File: config.mk
export PLATFORM = sky130hd
export DESIGN_NAME = ps2_key_ctrl_flat
export DESIGN_NICKNAME = d
export VERILOG_FILES = /design/src/rtl/ps2_pkg.sv /design/src/rtl/ps2_key_ctrl_if.sv /design/src/rtl/ps2_byte_classify.sv /design/src/rtl/ps2_key_ctrl.sv /design/src/flat_wrapper.sv
export SDC_FILE = /design/constraint.sdc
export NUM_CORES = 1
export LEC_CHECK = 0
export CAP_MARGIN = 20
export CORE_ASPECT_RATIO = 1.2
export CORE_MARGIN = 2
export CORE_UTILIZATION = 56
export CTS_CLUSTER_DIAMETER = 60
export DETAILED_ROUTE_END_ITERATION = 12
export DONT_BUFFER_PORTS = 1
export MAX_ROUTING_LAYER = met4
export PLACE_DENSITY = 0.7
export SETUP_SLACK_MARGIN = 0.1
export SLEW_MARGIN = 25
export SYNTH_ARGS = -nofsm -noshare
export SYNTH_HDL_FRONTEND = slang
export SYNTH_HIERARCHICAL = 1
export SYNTH_SLANG_ARGS = --single-unit
File: constraint.sdc
create_clock -name clk -period 2.15 [get_ports clk]
set_input_delay 0.1075 -clock clk [delete_from_list [all_inputs] [get_ports clk]]
set_output_delay 0.1075 -clock clk [all_outputs]
set_load 0.005 [all_outputs]
File: src/rtl/ps2_pkg.sv
// Shared PS/2 definitions: scan-code constants, controller FSM states and the key-event payload.
package ps2_pkg;

    localparam int unsigned BYTE_W = 8;

    localparam logic [BYTE_W-1:0] PS2_BREAK  = 8'hF0;
    localparam logic [BYTE_W-1:0] PS2_EXT    = 8'hE0;
    localparam logic [BYTE_W-1:0] PS2_BAT_OK = 8'hAA;
    localparam logic [BYTE_W-1:0] PS2_ACK    = 8'hFA;
    localparam logic [BYTE_W-1:0] PS2_ECHO   = 8'hEE;
    localparam logic [BYTE_W-1:0] PS2_ERR0   = 8'h00;
    localparam logic [BYTE_W-1:0] PS2_ERR1   = 8'hFF;

    typedef enum logic [1:0] {
        IDLE = 2'd0,
        POP  = 2'd1,
        GAP  = 2'd2
    } state_e;

    typedef struct packed {
        logic [BYTE_W-1:0] code;
        logic              ext;
        logic              brk;
        logic              rpt;
    } key_evt_t;

endpackage

File: src/rtl/ps2_key_ctrl_if.sv
// Key-event valid/ready port between the PS/2 sequencing controller and its consumer.
interface ps2_key_ctrl_if;
    import ps2_pkg::*;

    logic              evt_valid;
    logic              evt_ready;
    logic [BYTE_W-1:0] evt_code;
    logic              evt_ext;
    logic              evt_brk;
    logic              evt_rpt;

    modport master (output evt_valid, evt_code, evt_ext, evt_brk, evt_rpt, input evt_ready);
    modport slave  (input evt_valid, evt_code, evt_ext, evt_brk, evt_rpt, output evt_ready);

endinterface

File: src/rtl/ps2_byte_classify.sv
// Combinational set-2 byte classifier; status flag is raw and must be qualified by the caller.
module ps2_byte_classify
    import ps2_pkg::*;
(
    input  logic [BYTE_W-1:0] data_i,
    output logic              is_brk_c_o,
    output logic              is_ext_c_o,
    output logic              is_err_c_o,
    output logic              is_status_c_o
);

    assign is_brk_c_o    = (data_i == PS2_BREAK);
    assign is_ext_c_o    = (data_i == PS2_EXT);
    assign is_err_c_o    = (data_i == PS2_ERR0) || (data_i == PS2_ERR1);
    assign is_status_c_o = (data_i == PS2_BAT_OK) || (data_i == PS2_ACK) || (data_i == PS2_ECHO);

endmodule

File: src/rtl/ps2_key_ctrl.sv
// Drains the PS/2 receiver FIFO, folds E0/F0 prefixes into key events, tracks the held key
// and counts completed keystrokes; events leave on a valid/ready port.
module ps2_key_ctrl
    import ps2_pkg::*;
#(
    parameter int unsigned CNT_W = 8
) (
    input  logic              clk,
    input  logic              clrn,
    input  logic              ready,
    input  logic [BYTE_W-1:0] data,
    input  logic              overflow,
    output logic              nextdata_n,
    ps2_key_ctrl_if.master    evt,
    output logic              key_held,
    output logic [BYTE_W-1:0] held_code,
    output logic              held_ext,
    output logic [CNT_W-1:0]  press_cnt,
    output logic              err
);

    state_e            state_q, state_d;
    logic [BYTE_W-1:0] byte_q, byte_d;
    logic              brk_pend_q, brk_pend_d;
    logic              ext_pend_q, ext_pend_d;
    logic              ovf_q;
    logic              evt_valid_q, evt_valid_d;
    key_evt_t          evt_q, evt_d;
    logic              key_held_q, key_held_d;
    logic [BYTE_W-1:0] held_code_q, held_code_d;
    logic              held_ext_q, held_ext_d;
    logic [CNT_W-1:0]  cnt_q, cnt_d;
    logic              err_q, err_d;
    logic              nextdata_n_q, nextdata_n_d;

    logic is_brk, is_ext, is_err, is_status;
    logic held_match;

    ps2_byte_classify u_classify (
        .data_i        (byte_q),
        .is_brk_c_o    (is_brk),
        .is_ext_c_o    (is_ext),
        .is_err_c_o    (is_err),
        .is_status_c_o (is_status)
    );

    assign held_match = key_held_q && (byte_q == held_code_q) && (ext_pend_q == held_ext_q);

    // Next-state: FSM sequencing, byte classification, event/held/counter updates
    always_comb begin
        state_d     = state_q;
        byte_d      = byte_q;
        brk_pend_d  = brk_pend_q;
        ext_pend_d  = ext_pend_q;
        evt_valid_d = evt_valid_q;
        evt_d       = evt_q;
        key_held_d  = key_held_q;
        held_code_d = held_code_q;
        held_ext_d  = held_ext_q;
        cnt_d       = cnt_q;
        err_d       = err_q;

        if (evt_valid_q && evt.evt_ready) begin
            evt_valid_d = 1'b0;
        end

        case (state_q)
            IDLE: begin
                if (ready && !evt_valid_q) begin
                    state_d = POP;
                    byte_d  = data;
                end
            end
            POP: begin
                state_d = GAP;
                if (is_brk) begin
                    brk_pend_d = 1'b1;
                end else if (is_ext) begin
                    ext_pend_d = 1'b1;
                end else if (is_err) begin
                    err_d      = 1'b1;
                    brk_pend_d = 1'b0;
                    ext_pend_d = 1'b0;
                end else if (!(is_status && !brk_pend_q && !ext_pend_q)) begin
                    evt_valid_d = 1'b1;
                    evt_d.code  = byte_q;
                    evt_d.ext   = ext_pend_q;
                    evt_d.brk   = brk_pend_q;
                    evt_d.rpt   = 1'b0;
                    brk_pend_d  = 1'b0;
                    ext_pend_d  = 1'b0;
                    if (!brk_pend_q) begin
                        if (held_match) begin
                            evt_d.rpt = 1'b1;
                        end else begin
                            key_held_d  = 1'b1;
                            held_code_d = byte_q;
                            held_ext_d  = ext_pend_q;
                        end
                    end else if (held_match) begin
                        key_held_d = 1'b0;
                        cnt_d      = cnt_q + CNT_W'(1);
                    end
                end
            end
            GAP:     state_d = IDLE;
            default: state_d = IDLE;
        endcase

        // Receiver overflow edge poisons any half-assembled prefix sequence
        if (overflow && !ovf_q) begin
            err_d      = 1'b1;
            brk_pend_d = 1'b0;
            ext_pend_d = 1'b0;
        end

        nextdata_n_d = (state_d != POP);
    end

    always_ff @(posedge clk or negedge clrn) begin
        if (!clrn) begin
            state_q      <= IDLE;
            byte_q       <= '0;
            brk_pend_q   <= 1'b0;
            ext_pend_q   <= 1'b0;
            ovf_q        <= 1'b0;
            evt_valid_q  <= 1'b0;
            evt_q        <= '0;
            key_held_q   <= 1'b0;
            held_code_q  <= '0;
            held_ext_q   <= 1'b0;
            cnt_q        <= '0;
            err_q        <= 1'b0;
            nextdata_n_q <= 1'b1;
        end else begin
            state_q      <= state_d;
            byte_q       <= byte_d;
            brk_pend_q   <= brk_pend_d;
            ext_pend_q   <= ext_pend_d;
            ovf_q        <= overflow;
            evt_valid_q  <= evt_valid_d;
            evt_q        <= evt_d;
            key_held_q   <= key_held_d;
            held_code_q  <= held_code_d;
            held_ext_q   <= held_ext_d;
            cnt_q        <= cnt_d;
            err_q        <= err_d;
            nextdata_n_q <= nextdata_n_d;
        end
    end

    assign nextdata_n    = nextdata_n_q;
    assign evt.evt_valid = evt_valid_q;
    assign evt.evt_code  = evt_q.code;
    assign evt.evt_ext   = evt_q.ext;
    assign evt.evt_brk   = evt_q.brk;
    assign evt.evt_rpt   = evt_q.rpt;
    assign key_held      = key_held_q;
    assign held_code     = held_code_q;
    assign held_ext      = held_ext_q;
    assign press_cnt     = cnt_q;
    assign err           = err_q;

endmodule

File: src/flat_wrapper.sv
// flat-port wrapper written by rule: the top's interface ports become plain ports
module ps2_key_ctrl_flat import ps2_pkg::*;
#(
    parameter int unsigned CNT_W = 8
)
  (clk, clrn, ready, data, overflow, nextdata_n, key_held, held_code, held_ext, press_cnt, err, evt_evt_valid, evt_evt_code, evt_evt_ext, evt_evt_brk, evt_evt_rpt, evt_evt_ready);
  ps2_key_ctrl_if evt_i ();
  input  logic clk;
  input  logic clrn;
  input  logic ready;
  input  logic [BYTE_W-1:0] data;
  input  logic overflow;
  output logic nextdata_n;
  output logic key_held;
  output logic [BYTE_W-1:0] held_code;
  output logic held_ext;
  output logic [CNT_W-1:0] press_cnt;
  output logic err;
  output wire logic [$bits(evt_i.evt_valid)-1:0] evt_evt_valid;
  output wire logic [$bits(evt_i.evt_code)-1:0] evt_evt_code;
  output wire logic [$bits(evt_i.evt_ext)-1:0] evt_evt_ext;
  output wire logic [$bits(evt_i.evt_brk)-1:0] evt_evt_brk;
  output wire logic [$bits(evt_i.evt_rpt)-1:0] evt_evt_rpt;
  input wire logic [$bits(evt_i.evt_ready)-1:0] evt_evt_ready;
  assign evt_evt_valid = evt_i.evt_valid;
  assign evt_evt_code = evt_i.evt_code;
  assign evt_evt_ext = evt_i.evt_ext;
  assign evt_evt_brk = evt_i.evt_brk;
  assign evt_evt_rpt = evt_i.evt_rpt;
  assign evt_i.evt_ready = evt_evt_ready;
  ps2_key_ctrl #(.CNT_W(CNT_W)) u_core (.clk(clk), .clrn(clrn), .ready(ready), .data(data), .overflow(overflow), .nextdata_n(nextdata_n), .evt(evt_i), .key_held(key_held), .held_code(held_code), .held_ext(held_ext), .press_cnt(press_cnt), .err(err));
endmodule
Word level (Yosys, flattened, before mapping)

Index checks and enable logic that the tools add are counted.

Register bits after elaboration: 45
Bits of input ports: 13
Output and inout bits: 32
Word-level logic and storage cells: 94

$add $sub $neg: 1
Eq/ne operators: 17
Multiplexer cells: 28
Bitwise operators: 6
Reduce and logical (&&, ||, !) cells: 26

Operators with widths:

| cell                                                | number |
|---|---|
| equality test 8 bit, second input constant          | 6 |
| two-way mux 1 bit                                   | 26 |
| AND reduction 7 bit                                 | 3 |
| adder 8 x 1 -> 8 bit, second input constant         | 1 |
| equality test 8 bit                                 | 1 |
| logical NOT 8 bit                                   | 1 |
| != test 4 x 2 -> 1 bit, second input constant       | 2 |
| logical AND 1 bit                                   | 7 |
| != test 2 bit, second input constant                | 3 |
| inverter 1 bit                                      | 6 |
| AND reduction 3 bit                                 | 2 |
| AND reduction 5 bit                                 | 1 |
| logical NOT 1 bit                                   | 4 |
| != test 2 x 1 -> 1 bit, second input constant       | 2 |
| one-hot mux 2 bit (2 select lines)                  | 1 |
| AND reduction 4 bit                                 | 1 |
| nonzero test 2 bit                                  | 2 |
| logical OR 1 bit                                    | 3 |
| != test 3 x 2 -> 1 bit, second input constant       | 1 |
| equality test 2 x 1 -> 1 bit, second input constant | 1 |
| logical NOT 2 bit                                   | 1 |
| two-way mux 2 bit                                   | 1 |
| AND reduction 2 bit                                 | 1 |
| equality test 1 bit                                 | 1 |

Depth between registers and ports, before layout

Depth in word-level cells: 11
Depth in mapped cells: 9
Depth with buffers taken out: 7

Hierarchy

Netlist, hierarchy kept.

Modules (own cells, without submodules):

| module            | instances | cells an instance | area each (um^2) | seq. area each (um^2) |
|---|---|---|---|---|
| ps2_key_ctrl      | 1         | 162               | 1960.6           | 1127.3 |
| ps2_byte_classify | 1         | 13                | 91.3             | 0.0 |

Worst setup path after synthesis

OpenSTA, ideal clock, no wires.

Kind: register -> register
Start: register u_core.byte_q[1]
End: register u_core.held_code_q[0], in the netlist u_core/held_code[0]
Library setup time: 0.125 ns
Arrival time: 2.163 ns
Data required time: 2.025 ns
Path slack: -0.138 ns
Stages on the path, launching flop included: 9
Buffers on the path: 1
Period minus slack after synthesis: 2.288 ns
Cell sequence: dfrtp_1 or4_4 nor2_2 and4_1 nor4b_4 buf_6 nor3b_4 nand2_4 mux2_2

Elaborated cells on any way between the ends: 21
Those cells by class: 7 x eq/ne; 5 x bitwise; 9 x reduce/logical

RTL lines:

| element                              | line                    | text |
|---|---|---|
| from (decl)                          | ps2_key_ctrl.sv:23      | `logic [BYTE_W-1:0] byte_q, byte_d;` |
| from (signal assigned)               | ps2_key_ctrl.sv:137     | `byte_q <= byte_d;` |
| equality test 8 bit                  | ps2_byte_classify.sv:13 | `assign is_ext_c_o = (data_i == PS2_EXT);` |
| net u_core.is_ext                    | ps2_key_ctrl.sv:36      | `logic is_brk, is_ext, is_err, is_status;` |
| inverter 1 bit (no source line)      | -                       |  |
| AND reduction 7 bit (no source line) | -                       |  |
| to (signal assigned)                 | ps2_key_ctrl.sv:144     | `held_code_q <= held_code_d;` |
| to (decl)                            | ps2_key_ctrl.sv:30      | `logic [BYTE_W-1:0] held_code_q, held_code_d;` |

The timed path passes the listed nets, and every way through them passes these cells.
A chain may end at the register's enable or synchronous reset.

Final worst setup path

Start: register u_core.byte_q[2]
End: register u_core.held_code_q[3], in the netlist u_core/held_code[3]

Cells in the longest elaborated chain, start to end: 7
Elaborated cells on any way between the ends: 21
Those cells by class: 7 x eq/ne; 5 x bitwise; 9 x reduce/logical

RTL lines:

| element                                | line                    | text |
|---|---|---|
| equality test 8 bit                    | ps2_byte_classify.sv:15 | `assign is_status_c_o = (data_i == PS2_BAT_OK) \|\| (data_i == PS2_ACK) \|\| (data_i == PS2_ECHO);` |
| logical OR 1 bit                       | ps2_byte_classify.sv:15 |  |
| logical OR 1 bit *                     | ps2_byte_classify.sv:15 |  |
| net u_core.is_status                   | ps2_key_ctrl.sv:36      |  |
| logical AND 1 bit * (2 in a row)       | ps2_key_ctrl.sv:84      | `end else if (!(is_status && !brk_pend_q && !ext_pend_q)) begin` |
| inverter 1 bit (no source line) *      | -                       |  |
| AND reduction 7 bit (no source line) * | -                       |  |

The timed path passes the listed nets; every way through them passes the cells marked *.

==> reports/results.ini <==
[placed_design]
globalplace.congestion=0.864
io_buffers=0
placed_cells=225
place_hpwl_um=2920

[logic_synthesis]
synth.cell_area_sq_um=2050
synth_top_area_cell=dfrtp_1
ys_top_cells_by_area=dfrtp_1, mux2_2, nand2_1
synth_top_area_share_pct=53.7
syn_inst=175
synth_ff_type=dfrtp_1
synth.distinct_cells=40
synth_warnings=6
synthesis.nets=190
syn_area_per_cell_sq_um=11.7
ys_seq_area_share_pct=54.9
synth_edf_count=0
async_reset_ff_share_pct=100
ys_ff_latch=45

[critical_path]
critPathKind=register to register
r2r_end=u_core/held_code[3]
crit_chain=buf_6 -> xor2_2 -> o21a_1 -> nor3_1 -> nor3b_2 -> buf_4 -> nor3b_4 -> nand2_4 -> mux2_2
worst-r2r-setup-slack_ps=-20
max_stage_delay_ps=450
worst_ep_required_time_ps=2340
crit_buf_inv=2
cp.arrival_ps=2360
crit_family=simple AND/OR/NAND/NOR gates
critPathMaxFanout=5
reg2reg_depth=9
reg2reg_from=u_core/byte_q[2]
start_kind=register
endpoint_kind=register
critical_path.slowest_cell=dfrtp_2

[detailed_routing]
wl_per_cell_um=18.6
num_vias=1491
antenna_left=0
drt-total-wl_um=4650
drt_iter0_drc=63
avgViaCountPerCell=5.96
drc=0
dr.pass1.iters=5

[floorplan]
start_util_pct=57.4
die_h_um=70.3
ios=45
die_x_um=59.3
fp-row-count=24
die_area_sq_um=4170
core_sq_um=3570

[timing]
setup_violations=6
hold_viol=0
period_share_pct=101
drv_slew=0
finalCriticalPeriod_ps=2170
tns_ps=-60.1
max_slew.worst_pin.slew_ps=309
setup_slack_ps=-17.3
clock_skew_ps=8.14
slew_headroom_pct=79.3
timing.fmax_ghz=0.461
rsz0062_at_grt=true

[run_status]
violations=setup timing
status=complete, but fails checks

[layout]
diodes=0
areaGrowthSynthToFinish_pct=29.1
fin_cells=250
finalNetCount=225
drive_gt1_share_pct=37.0

[global_routing]
grt_antenna_before_repair=0
grt_first_pass_wirelength_um=7360
grt_max_degree=46
grt_pass1_vias=1574
track_usage_pct=24.1
overflow=0

[clock_network]
numCtsBuffers=5
clock_sinks=45
htreeDepth=2
cts_tree=built
clk_pin_slew_ps=80
cts_buffer_depth=2
clk_latency_ps=300
clockRootBuffer=clkbuf_8

[hold_path]
min_from=overflow
hp-class=input port to register
hold_end=u_core/ext_pend_q
min_path_cells=2

[pwr]
powerDensity_nw_per_um2=1320
p_leak_nw=1.20
vdd_drop_max_uv=1010

[flow_run]
max_cap_viol_count=0

## timing repair
action                                  in CTS  in global routing
gates cloned                                 1                  0
endpoints found under the setup margin      24                 30
resized for setup                            6                 23
buffers inserted                             2                  2
hold buffers                                12                  0
pin swaps                                    2                  1
hold endpoints to repair                    55                  0
## worst reg2reg max path: stages, from the launching register on
cell and delay (ps):
dfrtp_2 450, buf_6 140, xor2_2 130, o21a_1 170
nor3_1 260, nor3b_2 220, buf_4 150, nor3b_4 60
nand2_4 130, mux2_2 350
## kinds of logic (layout without fill, tap and decap cells)
group                      Yosys count  count (layout)  synth area share [%]
DFF                                 45              45                  54.9
and+or+nand+nor                     76              77                  21.4
adders and majority gates            2               2                  1.22
muxes                               19              19                  10.4
buffers and inverters                8              43                  1.89
AOI/OAI and AO/OA                    8               8                  2.93
xor gates and xnor gates            17              17                  7.26
## through the flow
step	worst slack (ps)	hold WS, ps	util [%]	total power [mW]	area (sq um)
after floorplan	-110	-188	-	2.16	2060
after global placement	46.5	-187	61.6	2.49	2200
after detailed placement	11.5	-187	61.6	2.54	2200
after CTS	21.1	161	70.2	3.32	2510
after global routing	-68.3	171	74.2	3.71	2650
final	-17.3	160	74.2	3.51	2650
## how the worst max path moves through the flow
stage / slack, ps / start / endpoint / cells after the start
6_report: -20 / u_core/byte_q[2] / u_core/held_code[3] / 9
5_1_grt: -70 / u_core/byte_q[2] / u_core/press_cnt[7] / 9
4_1_cts: 20 / u_core/byte_q[1] / u_core/held_code[3] / 7
3_5_place_dp: 10 / u_core/byte_q[3] / u_core/held_code[3] / 7
3_3_place_gp: 50 / u_core/byte_q[2] / u_core/press_cnt[1] / 7
2_1_floorplan: -110 / u_core/byte_q[1] / u_core/held_code[0] / 8
## per-layer routing
metal  vias up  global-route usage (%)  part of all wire [%]
met5         -                       -                     0
met4         0                    6.06                  0.88
met3         4                    5.00                   4.8
met2        46                    41.4                    56
met1       756                    28.1                    38
li1        685                       -                     -
## layout make-up
class | instances | area, sq um
Timing Repair Buffer | 32 | 308
Sequential cell | 45 | 1130
Fill cell | 237 | 923
Inverter | 3 | 11.3
Clock inverter | 2 | 37.5
Tap cell | 39 | 48.8
Multi-Input combinational cell | 123 | 1030
Clock buffer | 6 | 82.6
## flip-flops by register name, summed over array words and instances (netlist names), 2 cells and up
register / count
u_core/held_code: 8
u_core/byte_q: 8
u_core/state_q: 2
u_core/press_cnt: 8
u_core/evt.evt_code: 8
## placed cells by master (no fill, tap or decap), types with 2 or more instances in the layout
cell / Yosys / routed
buf_4: 0 / 17
nor4_4: 0 / 2
xnor2_1: 9 / 9
nand2_1: 32 / 31
dfrtp_1: 44 / 40
nand2_2: 0 / 2
ha_1: 2 / 2
inv_1: 3 / 3
clkbuf_8: 0 / 6
nand4_1: 8 / 8
and3_1: 3 / 3
nor2b_1: 3 / 3
dfrtp_2: 0 / 4
and4_1: 3 / 2
nand3_2: 0 / 2
nor2_1: 3 / 3
mux2_4: 0 / 3
nor3_1: 2 / 2
buf_6: 1 / 2
mux2_2: 18 / 15
xor2_1: 8 / 7
dlygate4sd3_1: 0 / 11
nor4_2: 0 / 5
## synthesized netlist by cell type (2+ instances only)
cell,n
mux2_2,18
nand4_1,8
xnor2_1,9
and3_1,3
nor3_1,2
dfrtp_1,44
xor2_1,8
inv_1,3
nand2_1,32
nand3_1,3
nor2b_1,3
and4_1,3
nor4_1,7
ha_1,2
nor2_1,3
clkbuf_1,3
## power by group
group | internal, mW | leakage, nW | switching, mW
sequential | 1.12 | 0.558 | 0.333
combinational | 0.720 | 0.585 | 0.669
clock | 0.378 | 0.0574 | 0.283
total | 2.22 | 1.20 | 1.29
Power figures use the tool's default switching activity.
